<file path="src/rtl/clkgen_frac_if.sv">
// Configuration handshake between a controller and the fractional clock-enable generator.
// The controller offers a channel index and a new increment; the generator accepts when idle.
interface clkgen_frac_if #(
    parameter int CHANNELS  = 2,
    parameter int ACC_WIDTH = 24
);
    localparam int CHAN_W = (CHANNELS > 1) ? $clog2(CHANNELS) : 1;

    logic                 CFG_VALID;
    logic                 CFG_READY;
    logic [CHAN_W-1:0]    CFG_CHAN;
    logic [ACC_WIDTH-1:0] CFG_INC;

    modport master (
        output CFG_VALID,
        output CFG_CHAN,
        output CFG_INC,
        input  CFG_READY
    );

    modport slave (
        input  CFG_VALID,
        input  CFG_CHAN,
        input  CFG_INC,
        output CFG_READY
    );
endinterface

</file>
<file path="src/rtl/clkgen_frac.sv">
// Multi-channel phase-accumulator clock-enable generator with runtime retuning.
// Each channel emits a carry strobe and an MSB clock level; LOCK drops while a retune settles.
module clkgen_frac #(
    parameter int                             CHANNELS      = 2,
    parameter int                             ACC_WIDTH     = 24,
    parameter logic [CHANNELS*ACC_WIDTH-1:0]  INC_DEFAULT   = '0,
    parameter int                             SETTLE_CYCLES = 16
) (
    input  logic                REFERENCECLK,
    input  logic                RESET,
    clkgen_frac_if.slave        cfg,
    input  logic [CHANNELS-1:0] ENABLE,
    output logic [CHANNELS-1:0] STROBE,
    output logic [CHANNELS-1:0] CLKOUT,
    output logic                LOCK
);
    localparam int CHAN_W = (CHANNELS > 1) ? $clog2(CHANNELS) : 1;
    localparam int CNT_W  = (SETTLE_CYCLES > 1) ? $clog2(SETTLE_CYCLES) : 1;

    typedef enum logic [1:0] {
        SETTLE = 2'd0,
        IDLE   = 2'd1,
        APPLY  = 2'd2
    } state_e;

    state_e                             state_q, state_d;
    logic [CNT_W-1:0]                   cnt_q, cnt_d;
    logic [CHAN_W-1:0]                  chan_q, chan_d;
    logic [ACC_WIDTH-1:0]               new_inc_q, new_inc_d;
    logic [CHANNELS-1:0][ACC_WIDTH-1:0] acc_q, acc_d;
    logic [CHANNELS-1:0][ACC_WIDTH-1:0] inc_q, inc_d;
    logic [CHANNELS-1:0]                strobe_q, strobe_d;
    logic [CHANNELS-1:0]                clkout_q, clkout_d;
    logic [ACC_WIDTH:0]                 sum;
    logic                               chan_valid;
    logic                               ready;

    // Out-of-range channel requests are accepted but write nothing and skip the settle.
    assign chan_valid = ({1'b0, chan_q} < (CHAN_W + 1)'(CHANNELS));

    always_ff @(posedge REFERENCECLK) begin
        if (!RESET) begin
            state_q   <= SETTLE;
            cnt_q     <= '0;
            chan_q    <= '0;
            new_inc_q <= '0;
            acc_q     <= '0;
            inc_q     <= INC_DEFAULT;
            strobe_q  <= '0;
            clkout_q  <= '0;
        end else begin
            state_q   <= state_d;
            cnt_q     <= cnt_d;
            chan_q    <= chan_d;
            new_inc_q <= new_inc_d;
            acc_q     <= acc_d;
            inc_q     <= inc_d;
            strobe_q  <= strobe_d;
            clkout_q  <= clkout_d;
        end
    end

    always_comb begin
        state_d   = state_q;
        cnt_d     = cnt_q;
        chan_d    = chan_q;
        new_inc_d = new_inc_q;
        case (state_q)
            SETTLE: begin
                if (cnt_q == CNT_W'(SETTLE_CYCLES - 1)) begin
                    state_d = IDLE;
                    cnt_d   = '0;
                end else begin
                    cnt_d = cnt_q + 1'b1;
                end
            end
            IDLE: begin
                if (cfg.CFG_VALID) begin
                    chan_d    = cfg.CFG_CHAN;
                    new_inc_d = cfg.CFG_INC;
                    state_d   = APPLY;
                end
            end
            APPLY: begin
                cnt_d   = '0;
                state_d = chan_valid ? SETTLE : IDLE;
            end
            default: state_d = SETTLE;
        endcase
    end

    always_comb begin
        ready = (state_q == IDLE);
    end

    assign cfg.CFG_READY = ready;
    assign LOCK          = ready;

    // The retuned channel restarts from phase zero; all other channels keep free-running.
    always_comb begin
        acc_d    = acc_q;
        inc_d    = inc_q;
        strobe_d = '0;
        clkout_d = '0;
        sum      = '0;
        for (int c = 0; c < CHANNELS; c++) begin
            sum = {1'b0, acc_q[c]} + {1'b0, inc_q[c]};
            if (state_q == APPLY && chan_valid && chan_q == CHAN_W'(c)) begin
                inc_d[c]    = new_inc_q;
                acc_d[c]    = '0;
                strobe_d[c] = 1'b0;
                clkout_d[c] = 1'b0;
            end else if (ENABLE[c]) begin
                acc_d[c]    = sum[ACC_WIDTH-1:0];
                strobe_d[c] = sum[ACC_WIDTH];
                clkout_d[c] = sum[ACC_WIDTH-1];
            end else begin
                acc_d[c]    = '0;
                strobe_d[c] = 1'b0;
                clkout_d[c] = 1'b0;
            end
        end
    end

    assign STROBE = strobe_q;
    assign CLKOUT = clkout_q;
endmodule

</file>
<file path="src/flat_wrapper.sv">
// flat-port wrapper written by rule: the top's interface ports become plain ports
module clkgen_frac_flat 
#(
    parameter int                             CHANNELS      = 2,
    parameter int                             ACC_WIDTH     = 24,
    parameter logic [CHANNELS*ACC_WIDTH-1:0]  INC_DEFAULT   = '0,
    parameter int                             SETTLE_CYCLES = 16
)
  (REFERENCECLK, RESET, ENABLE, STROBE, CLKOUT, LOCK, cfg_CFG_VALID, cfg_CFG_CHAN, cfg_CFG_INC, cfg_CFG_READY);
  clkgen_frac_if #(.CHANNELS(CHANNELS), .ACC_WIDTH(ACC_WIDTH)) cfg_i ();
  input  logic REFERENCECLK;
  input  logic RESET;
  input  logic [CHANNELS-1:0] ENABLE;
  output logic [CHANNELS-1:0] STROBE;
  output logic [CHANNELS-1:0] CLKOUT;
  output logic LOCK;
  input wire logic [$bits(cfg_i.CFG_VALID)-1:0] cfg_CFG_VALID;
  input wire logic [$bits(cfg_i.CFG_CHAN)-1:0] cfg_CFG_CHAN;
  input wire logic [$bits(cfg_i.CFG_INC)-1:0] cfg_CFG_INC;
  output wire logic [$bits(cfg_i.CFG_READY)-1:0] cfg_CFG_READY;
  assign cfg_i.CFG_VALID = cfg_CFG_VALID;
  assign cfg_i.CFG_CHAN = cfg_CFG_CHAN;
  assign cfg_i.CFG_INC = cfg_CFG_INC;
  assign cfg_CFG_READY = cfg_i.CFG_READY;
  clkgen_frac #(.CHANNELS(CHANNELS), .ACC_WIDTH(ACC_WIDTH), .INC_DEFAULT(INC_DEFAULT), .SETTLE_CYCLES(SETTLE_CYCLES)) u_core (.REFERENCECLK(REFERENCECLK), .RESET(RESET), .cfg(cfg_i), .ENABLE(ENABLE), .STROBE(STROBE), .CLKOUT(CLKOUT), .LOCK(LOCK));
endmodule
</file>
<file path="config.mk">
export PLATFORM = sky130hd
export DESIGN_NAME = clkgen_frac_flat
export DESIGN_NICKNAME = d
export VERILOG_FILES = /design/src/rtl/clkgen_frac_if.sv /design/src/rtl/clkgen_frac.sv /design/src/flat_wrapper.sv
export SDC_FILE = /design/constraint.sdc
export NUM_CORES = 1
export LEC_CHECK = 0
export BUFFER_PORTS_ARGS = -buffer_cell sky130_fd_sc_hd__buf_2
export CAP_MARGIN = 30
export CORE_ASPECT_RATIO = 2
export CORE_MARGIN = 3
export CORE_UTILIZATION = 65
export CTS_BUF_LIST = sky130_fd_sc_hd__clkbuf_4 sky130_fd_sc_hd__clkbuf_8 sky130_fd_sc_hd__clkbuf_16
export CTS_CLUSTER_SIZE = 10
export DETAILED_ROUTE_END_ITERATION = 6
export GPL_ROUTABILITY_DRIVEN = 0
export PLACE_DENSITY = 0.9
export SLEW_MARGIN = 10
export SYNTH_ARGS = -nofsm -noshare
export SYNTH_HDL_FRONTEND = slang
export SYNTH_SLANG_ARGS = --single-unit
</file>
<file path="constraint.sdc">
create_clock -name REFERENCECLK -period 7.6 [get_ports REFERENCECLK]
set_clock_uncertainty 0.15 [all_clocks]
set_input_delay 0.76 -clock REFERENCECLK [delete_from_list [all_inputs] [get_ports REFERENCECLK]]
set_output_delay 0.76 -clock REFERENCECLK [all_outputs]
set_load 0.02 [all_outputs]
</file>
==> out/metrics.cfg, run 1 <==
[run_status]
status=completed

[yosys]
yosysTopAreaCellShare=0.381
yosys.area_share.adder=0.0963
synth_flop_cell=dfxtp_1
async_reset_ff_frac=0
syn_area_per_cell_um2=8.18
synth_seq_cells=129
netlist-cell-type-count=57
synthMuxAreaShare=0.0150
synth_edf_count=0
synthSimpleGateAreaFrac=0.213
synthTopCellsByArea=dfxtp_1 (38%), nand2_1 (11%), ha_1 (9.0%)
syn_inst=829
synth_top_family_by_area=compound AO/OA/AOI/OAI gates
synth_compound_area_frac=0.233
syn_nets=910
yosysSeqAreaShare=0.381
syn_area_um2=6780
synth_top_area_cell=dfxtp_1
synth_xor_area_frac=0.0310
synth_warnings=0

[global_routing]
grt.total_usage=0.305
busiest_layer=met2
antenna_found_initial=0
grt_max_degree=84
gr-usage-met2=0.580
grt_overflow=0
met1_usage=0.304
first_global_vias=6274
grt_pass1_wl_um=28600
met3_usage=0.0593

[sta]
rsz0062_at_grt=false
min_period_ps=3020
hold_slack_ps=324
slew-limit-headroom=0.373
drv_slew=0
setup_violations=0
worst_slew_pin_slew_ps=938
period_share=0.398
fin_tns_setup_ps=0
hold_viol=0
fmax_ghz=0.331

[setup_path]
arrival_ps=3230
cp-startpoint=u_core.state_q[0]
cp_max_fo=26
r2r_cells=6
critPathRequiredTime_ps=7810
end_kind=flop
path_class=reg -> reg
startpoint_type=flop
r2r-start=u_core.state_q[0]

[clock_tree]
cts_buffer_depth=2
clk-insertion-delay-late_ps=410
post-cts-setup-buffers=0
cts_resized=0
cts_made_buffers=17
tritoncts=built
cts.htree.levels=4
path_clk_slew_ps=60
cts_hold_buf=0
cts.sinks=129
clockRootBuffer=clkbuf_16

[pwr]
switchingPower_mw=0.299
p_int_mw=1.23
swShare=0.196
power_mw=1.53
powerDensity_nw_per_um2=202
p_comb_frac=0.019
clkPwrFrac=0.536
ir_drop_v=0.000171
leakage_nw=3.08
pwr-share-seq=0.445

[die]
row_count=52
fp.dieH_um=150
coreArea_um2=10100
pin_count=36
die_w_um=78.2
die-area_um2=11800
initial_core_util=0.668

[min_path]
hold_path.startpoint=u_core.inc_q[28]
hold_path.class=reg -> reg
holdPathStages=2

[routing]
antenna_left=0
vias=6069
vias_per_cell=6.15
first_iter_violations=321
drt_pass1_iterations=6
drt-total-wl_um=17200
wl_per_cell_um=17.4
drcViolationCount=0

[finish]
antenna_cells=0
register_area_um2=2580
multiInputGateArea_um2=3990
nFillCells=723
layout-drive-gt1-share=0.0962
areaGrowthSynthToFinish_pct=11.5
final_nets=922

[place]
port_buffers=35
dp_hpwl_um=12000

[run]
drv_cap=0

==> cells by family (layout without fill, tap and decap cells) <==
kind of cell | after synthesis | after routing
and+or+nand+nor | 329 | 329
AOI/OAI and AO/OA | 235 | 235
muxes | 10 | 10
buffers and inverters | 51 | 74
adders and majority gates | 51 | 51
xor gates and xnor gates | 24 | 24
DFF | 129 | 129
==> stage by stage <==
step,instances,worst slack [ps],util,instance area [um^2]
2_1_floorplan,829,5140,-,6780
3_3_place_gp,957,4640,0.686,6960
3_5_place_dp,957,4530,0.686,6960
4_1_cts,987,4620,0.745,7560
5_1_grt,987,4320,0.745,7560
6_report,987,4580,0.745,7560
==> power by group through the flow <==
stage	clock network [mW]	registers [mW]	logic, mW
after CTS	0.823	0.680	0.0293
after global routing	0.851	0.679	0.0325
after detailed placement	0	0.694	0.0293
final	0.819	0.680	0.0297
after floorplan	0	0.693	0.0171
after global placement	0	0.694	0.0277
==> critical path, stage by stage (launching register included) <==
cell and delay, ps:
dfxtp_1 540, nand3b_1 730, nand3_1 870, nor2_1 370
and2_1 170, mux2i_1 70, nand2_1 70
==> layout make-up <==
class	instances	share of cell area
multi-input cells	649	0.528
flip-flops and latches	129	0.342
clock buffers	25	0.0692
repair buffers	37	0.0252
well taps	135	0.0223
clock inverters	5	0.00993
inverters	7	0.00348
==> routing by layer <==
layer  wire (um)  vias to the layer above
li1            -                     2915
met1        6220                     2867
met2        9450                      220
met3         702                       67
met4         792                        0
met5           0                        -
==> synthesized netlist by cell type (all sizes together) (2+ instances only) <==
| library cell | instances |
|---|---|
| o21a | 9 |
| and2 | 13 |
| nand4 | 9 |
| fa | 2 |
| mux2i | 9 |
| o21ai | 29 |
| a21boi | 76 |
| a21o | 23 |
| o211ai | 2 |
| xnor2 | 13 |
| nand3 | 20 |
| or3 | 4 |
| and3 | 7 |
| o31ai | 3 |
| o211a | 2 |
| dfxtp | 129 |
| nor3b | 4 |
| nand2 | 192 |
| buf | 8 |
| nor2b | 3 |
| o21bai | 9 |
| o2111ai | 3 |
| a31oi | 4 |
| or2 | 2 |
| inv | 7 |
| nor4 | 2 |
| ha | 49 |
| nand2b | 5 |
| clkbuf | 36 |
| a21oi | 61 |
| xor2 | 11 |
| nor3 | 18 |
| o22ai | 2 |
| nor2 | 45 |
==> registers in the layout, indices dropped and copies added, names as in the netlist <==
| signal | flops |
|---|---|
| u_core.CLKOUT | 2 |
| u_core.STROBE | 2 |
| u_core.acc_q | 46 |
| u_core.chan_q | 1 |
| u_core.cnt_q | 4 |
| u_core.inc_q | 48 |
| u_core.new_inc_q | 24 |
| u_core.state_q | 2 |
==> final timing paths <==
path	to	slack, ps
worst max-delay path	u_core.acc_q[44]	4580
worst min-delay path	u_core.inc_q[28]	320
worst max register to register	u_core.acc_q[44]	4580
worst min register to register	u_core.inc_q[28]	320
==> layout by cell type, fill, tap and decap left out, types with 11 or more instances in the layout <==
| cell | instances |
|---|---|
| xnor2_1 | 13 |
| a21o_1 | 22 |
| dfxtp_1 | 129 |
| buf_2 | 35 |
| xor2_1 | 11 |
| clkbuf_16 | 17 |
| nor3_1 | 18 |
| nor2_1 | 45 |
| nand3_1 | 20 |
| nand2_1 | 192 |
| a21oi_1 | 60 |
| and2_1 | 13 |
| o21ai_0 | 29 |
| a21boi_0 | 76 |
| ha_1 | 49 |
No activity file was read; power rests on OpenSTA's default activity.
==> run 2: changes to the inputs <==
--- a/config.mk
+++ b/config.mk
@@ -9,12 +9,12 @@
 export CAP_MARGIN = 30
 export CORE_ASPECT_RATIO = 2
 export CORE_MARGIN = 3
-export CORE_UTILIZATION = 65
+export CORE_UTILIZATION = 55
 export CTS_BUF_LIST = sky130_fd_sc_hd__clkbuf_4 sky130_fd_sc_hd__clkbuf_8 sky130_fd_sc_hd__clkbuf_16
 export CTS_CLUSTER_SIZE = 10
 export DETAILED_ROUTE_END_ITERATION = 6
 export GPL_ROUTABILITY_DRIVEN = 0
-export PLACE_DENSITY = 0.9
+export PLACE_DENSITY = 0.82
 export SLEW_MARGIN = 10
 export SYNTH_ARGS = -nofsm -noshare
 export SYNTH_HDL_FRONTEND = slang
==> constraint.sdc (replaced) <==
create_clock -name REFERENCECLK -period 2.44 [get_ports REFERENCECLK]
set_clock_uncertainty 0.15 [all_clocks]
set_input_delay 0.244 -clock REFERENCECLK [delete_from_list [all_inputs] [get_ports REFERENCECLK]]
set_output_delay 0.244 -clock REFERENCECLK [all_outputs]
set_load 0.02 [all_outputs]
==> run 2 against run 1 <==
- sequential share of layout area is 2.9 points lower
- critical endpoint is now u_core.acc_q[16]
- sequential cell count unchanged
- critical path type unchanged
- critical path depth grew 3
- non-clock buffer count increased by 59
==> out/metrics.cfg, run 2 (same netlist as run 1, synthesis figures left out) <==
[setup_path]
end_kind=flop  ; unchanged
slowest_stage=dfxtp_2  ; was nand3_1
max_stage_delay_ps=330  ; was 870 ps
critPathRequiredTime_ps=2600  ; was 7810 ps
r2r-start=u_core.inc_q[0]  ; was u_core.state_q[0]
r2r_cells=9  ; was 6
worstReg2RegEnd=u_core.acc_q[16]  ; was u_core.acc_q[44]
cp_max_fo=2  ; was 26
arrival_ps=2530  ; was 3230 ps
crit_family=compound AO/OA/AOI/OAI gates  ; was simple AND/OR/NAND/NOR gates
cp_cell_sequence=ha_4, fa_2, a21o_1, a221oi_4, o22ai_2, buf_4, o31ai_2, xnor2_1, nor2_1  ; was nand3b_1, nand3_1, nor2_1, and2_1, mux2i_1, nand2_1
rrSetupSlack_ps=60  ; was 4580 ps
path_class=reg -> reg  ; unchanged
path_buf_inv=1  ; was 0
startpoint_type=flop  ; unchanged

[run]
drv_cap=0  ; unchanged

[die]
initial_core_util=0.569  ; was 0.668
die-area_um2=13800  ; was 11800 um^2
coreArea_um2=11900  ; was 10100 um^2
die_w_um=84.5  ; was 78.2 um
pin_count=36  ; unchanged
row_count=56  ; was 52
fp.dieH_um=163  ; was 150 um

[sta]
min_period_ps=2380  ; was 3020 ps
worst_slew_pin_slew_ps=626  ; was 938 ps
final.setup.worst_slack_ps=64.4  ; was 4580 ps
slew-limit-headroom=0.582  ; was 0.373
setup_violations=0  ; unchanged
rsz0062_at_grt=true  ; was false
drv_slew=0  ; unchanged
fmax_ghz=0.421  ; was 0.331 GHz
hold_viol=0  ; unchanged
period_share=0.974  ; was 0.398

[global_routing]
grt_pass1_wl_um=28300  ; was 28600 um
grt_max_degree=80  ; was 84
first_global_vias=6104  ; was 6274
grt.total_usage=0.255  ; was 0.305
grt_overflow=0  ; unchanged
antenna_found_initial=0  ; unchanged

[finish]
final_nets=981  ; was 922
largest_register_ffs=48  ; unchanged
areaGrowthSynthToFinish_pct=22.2  ; was 11.5%
reg_top3=u_core.inc_q (48), u_core.acc_q (46), u_core.new_inc_q (24)  ; unchanged
regMostFlops=u_core.inc_q  ; unchanged
antenna_cells=0  ; unchanged
mostFrequentLayoutCell=nand2_1  ; unchanged
mostFrequentLayoutCells=nand2_1 (192), dfxtp_1 (125), a21boi_0 (75)  ; was nand2_1 (192), dfxtp_1 (129), a21boi_0 (76)
layout-drive-gt1-share=0.151  ; was 0.0962
final_cells=1058  ; was 987

[pwr]
leakage_nw=3.35  ; was 3.08 nW
powerDensity_nw_per_um2=617  ; was 202 nW/um^2
ir_drop_v=0.000558  ; was 0.000171 V
power_mw=5.12  ; was 1.53 mW

[clock_tree]
cts.sinks=129  ; unchanged
cts.htree.levels=4  ; unchanged
tritoncts=built  ; unchanged
clockRootBuffer=clkbuf_16  ; unchanged
cts_made_buffers=17  ; unchanged
clk-insertion-delay-late_ps=420  ; was 410 ps
path_clk_slew_ps=60  ; about the same
cts_buffer_depth=2  ; unchanged

[run_status]
status=completed  ; unchanged

[routing]
drt_pass1_iterations=5  ; was 6
vias=6218  ; was 6069
first_iter_violations=368  ; was 321
drcViolationCount=0  ; unchanged
vias_per_cell=5.88  ; was 6.15
drt-total-wl_um=17300  ; was 17200 um
wl_per_cell_um=16.4  ; was 17.4 um
antenna_left=0  ; unchanged

[min_path]
holdPathStages=4  ; was 2
hold_path.class=in -> reg  ; was reg -> reg
hold_path.startpoint=ENABLE[1]  ; was u_core.inc_q[28]
min_to=u_core.acc_q[29]  ; was u_core.inc_q[28]

[place]
dp_hpwl_um=11800  ; was 12000 um
port_buffers=35  ; unchanged
dp_cells=995  ; was 957
post-place-ws_ps=-84.3  ; was 4530 ps

==> run 2: cell types whose count changed in the layout (fill, tap and decap cells not counted), moves of 3 or more <==
cell / change
dfxtp_1: -4
bufinv_16: +3
ha_4: +4
clkbuf_8: -5
ha_1: -6
inv_6: +4
buf_4: +33
dfxtp_2: +4
dlygate4sd3_1: +26
==> run 2: area by class of cell <==
class	instances	area (um^2)
Multi-Input combinational cell	649	4130
Clock inverter	14	226
Fill cell	906	3620
Inverter	7	26.3
Sequential cell	129	2590
Clock buffer	18	439
Tap cell	145	181
Timing Repair Buffer	96	698
==> run 2: worst max path at each step <==
| stage | start | endpoint | slack (ps) | cells after the start |
|---|---|---|---|---|
| 2_1_floorplan | u_core.inc_q[0] | u_core.STROBE[0] | 4 | 8 |
| 3_3_place_gp | u_core.inc_q[0] | u_core.STROBE[0] | -50 | 8 |
| 3_5_place_dp | u_core.inc_q[0] | u_core.STROBE[0] | -80 | 8 |
| 4_1_cts | u_core.inc_q[0] | u_core.acc_q[22] | 20 | 9 |
| 5_1_grt | u_core.inc_q[24] | u_core.acc_q[40] | -40 | 8 |
| 6_report | u_core.inc_q[0] | u_core.acc_q[16] | 60 | 9 |
==> run 2: per-stage QoR <==
stage	area, um^2	hold WS [ps]	utilization	TNS [ps]
after floorplan	6800	239	-	0
after global placement	7200	309	0.605	-55.6
after detailed placement	7200	316	0.605	-194
after CTS	8150	199	0.684	0
after global routing	8290	213	0.696	-84.0
final	8290	223	0.696	0
==> run 2: metal layers <==
metal  wire (um)  GRT usage  share of wire
met1        6380      0.260           0.37
met2        9340      0.469           0.54
met3         737     0.0542          0.043
met4         847      0.148          0.049
met5           0          0              0
==> run 2: tightest hold or removal path, cell delays in order <==
cell and delay (ps):
buf_2 100, nand3_1 70, buf_4 220, nor2_1 110
==> run 2: repair_timing <==
item / 4_1_cts / 5_1_grt
endpoints found under the setup margin: 8 / 17
setup buffers: 0 / 5
endpoints found under the hold margin: 27 / 0
hold buffers: 26 / 0
pin swaps: 6 / 15
gates resized for setup: 5 / 22
==> run 2: power by group <==
group	total (mW)	internal [mW]	leakage [nW]	switching [mW]
Sequential	2.11	2.11	1.04	0.00392
Combinational	0.129	0.0704	1.99	0.0583
Clock	2.87	1.86	0.324	1.01
==> run 3: changes to the inputs <==
--- a/config.mk
+++ b/config.mk
@@ -7,14 +7,16 @@
 export LEC_CHECK = 0
 export BUFFER_PORTS_ARGS = -buffer_cell sky130_fd_sc_hd__buf_2
 export CAP_MARGIN = 30
+export CELL_PAD_IN_SITES_DETAIL_PLACEMENT = 0
+export CELL_PAD_IN_SITES_GLOBAL_PLACEMENT = 2
 export CORE_ASPECT_RATIO = 2
 export CORE_MARGIN = 3
-export CORE_UTILIZATION = 55
+export CORE_UTILIZATION = 34
 export CTS_BUF_LIST = sky130_fd_sc_hd__clkbuf_4 sky130_fd_sc_hd__clkbuf_8 sky130_fd_sc_hd__clkbuf_16
 export CTS_CLUSTER_SIZE = 10
 export DETAILED_ROUTE_END_ITERATION = 6
 export GPL_ROUTABILITY_DRIVEN = 0
-export PLACE_DENSITY = 0.82
+export PLACE_DENSITY = 0.83
 export SLEW_MARGIN = 10
 export SYNTH_ARGS = -nofsm -noshare
 export SYNTH_HDL_FRONTEND = slang
==> run 3 against run 2 <==
- clock power decreased by 7%
- wire length is 7.2% higher
- power fell by 3.7%
- setup slack better by 19 ps
- sequential share of layout area decreased by 0.40 points
- final cell count is 11% higher
- critical endpoint is now u_core.acc_q[40]
==> out/metrics.cfg, run 3 (same netlist as run 1, synthesis figures left out) <==
[die]
row_count=72  ; was 56
coreArea_um2=19500  ; was 11900 um^2
initial_core_util=0.348  ; was 0.569
die-area_um2=21800  ; was 13800 um^2
die_w_um=106  ; was 84.5 um
pin_count=36  ; unchanged
fp.dieH_um=206  ; was 163 um

[setup_path]
arrival_ps=2550  ; was 2530 ps
startpoint_type=flop  ; unchanged
rrSetupSlack_ps=80  ; was 60 ps
r2r-start=u_core.inc_q[24]  ; was u_core.inc_q[0]
path_class=reg -> reg  ; unchanged
worstReg2RegEnd=u_core.acc_q[40]  ; was u_core.acc_q[16]
endpoint=u_core.acc_q[40]  ; was u_core.acc_q[16]
critPathRequiredTime_ps=2630  ; was 2600 ps
end_kind=flop  ; unchanged
cp_max_fo=3  ; was 2
r2r_cells=8  ; was 9
cp-startpoint=u_core.inc_q[24]  ; was u_core.inc_q[0]

[pwr]
ir_drop_v=0.000322  ; was 0.000558 V
powerDensity_nw_per_um2=588  ; was 617 nW/um^2
leakage_nw=3.38  ; was 3.35 nW

[finish]
antenna_cells=0  ; unchanged
regMostFlops=u_core.inc_q  ; unchanged
final_nets=989  ; was 981
mostFrequentLayoutCells=nand2_1 (192), dfxtp_1 (129), a21boi_0 (75)  ; was nand2_1 (192), dfxtp_1 (125), a21boi_0 (75)
layout-drive-gt1-share=0.149  ; was 0.151
fin_util=0.430  ; was 0.696
mostFrequentLayoutCell=nand2_1  ; unchanged
final_cells=1179  ; was 1058
reg_top3=u_core.inc_q (48), u_core.acc_q (46), u_core.new_inc_q (24)  ; unchanged
nFillCells=2024  ; was 906
areaGrowthSynthToFinish_pct=23.6  ; was 22.2%
largest_register_ffs=48  ; unchanged

[sta]
slew-limit-headroom=0.365  ; was 0.582
fmax_ghz=0.424  ; was 0.421 GHz
setup_violations=0  ; unchanged
min_period_ps=2360  ; was 2380 ps
fin_tns_setup_ps=0  ; unchanged
drv_slew=0  ; unchanged
hold_viol=0  ; unchanged
rsz0062_at_grt=false  ; was true
period_share=0.966  ; was 0.974
worst_slew_pin_slew_ps=952  ; was 626 ps

[clock_tree]
clk-insertion-delay-late_ps=420  ; about the same
cts_buffer_depth=2  ; unchanged
tritoncts=built  ; unchanged
cts.htree.levels=4  ; unchanged
cts_made_buffers=17  ; unchanged
path_clk_slew_ps=60  ; about the same
cts.sinks=129  ; unchanged
clockRootBuffer=clkbuf_16  ; unchanged

[place]
port_buffers=35  ; unchanged
dp_hpwl_um=14100  ; was 11800 um
dp_cells=1121  ; was 995

[run]
drv_cap=0  ; unchanged

[global_routing]
antenna_found_initial=0  ; unchanged
first_global_vias=6055  ; was 6104
grt_pass1_wl_um=30000  ; was 28300 um
grt_max_degree=32  ; was 80
grt.total_usage=0.175  ; was 0.255
grt_overflow=0  ; unchanged

[run_status]
status=completed  ; unchanged

[routing]
vias=5922  ; was 6218
vias_per_cell=5.02  ; was 5.88
drcViolationCount=0  ; unchanged
drt_pass1_iterations=4  ; was 5
first_iter_violations=191  ; was 368
antenna_left=0  ; unchanged
wl_per_cell_um=15.7  ; was 16.4 um
drt-total-wl_um=18600  ; was 17300 um

[min_path]
hold_path.class=in -> reg  ; unchanged

==> run 3: metrics by stage <==
step | power [mW] | area (um^2) | setup slack [ps] | hold WS (ps)
3_5_place_dp | 2.26 | 7430 | -109 | 316
3_3_place_gp | 2.26 | 7430 | -67.1 | 309
2_1_floorplan | 2.21 | 6800 | 3.75 | 239
5_1_grt | 5.06 | 8380 | 3.99 | 43.6
6_report | 4.93 | 8380 | 83.8 | 35.8
4_1_cts | 4.99 | 8340 | 6.36 | 28.7
==> run 3: where the power goes <==
group	internal (mW)	switching, mW
combinational	0.0725	0.0606
clock	1.76	0.916
sequential	2.11	0.00377
total	3.95	0.981
==> run 3: area by class of cell <==
cell class,count,area [um^2],area share
clock inverter,5,100,0.0119
sequential,129,2580,0.308
clock buffer,26,518,0.0618
tap,259,324,0.0387
multi-input combinational,649,4060,0.485
timing repair buffer,104,762,0.0910
inverter,7,26.3,0.00314
==> run 3: how the worst min path moves through the flow <==
stage | start | to | slack [ps] | cells past startpoint
3_3_place_gp | u_core.inc_q[14] | u_core.inc_q[14] | 310 | 2
6_report | ENABLE[0] | u_core.acc_q[7] | 40 | 3
4_1_cts | ENABLE[0] | u_core.acc_q[7] | 30 | 3
3_5_place_dp | u_core.inc_q[7] | u_core.inc_q[7] | 320 | 2
2_1_floorplan | cfg_CFG_INC[17] | u_core.new_inc_q[17] | 240 | 2
5_1_grt | ENABLE[0] | u_core.acc_q[7] | 40 | 3
==> run 3: critical path: stages, from the launching register on <==
cell	delay (ps)
dfxtp_1	320
ha_2	200
fa_2	340
a21o_1	200
a311o_1	440
a21oi_2	180
nor2_1	80
a41oi_2	190
mux2i_1	200
==> run 3: repair_timing <==
item,in CTS,in global routing
hold buffers,26,0
resized for setup,4,13
buffers inserted,1,0
pin swaps,5,9
setup endpoints to repair,8,15
endpoints found under the hold margin,27,0
==> run 3: layer usage <==
metal / global-route usage / share of wire / vias up / routed length [um]
li1: - / - / 3048 / -
met2: 0.353 / 0.56 / 73 / 10400
met4: 0.0750 / 0.032 / 0 / 599
met3: 0.0298 / 0.017 / 36 / 307
met5: 0 / 0 / - / 0
met1: 0.170 / 0.39 / 2765 / 7250
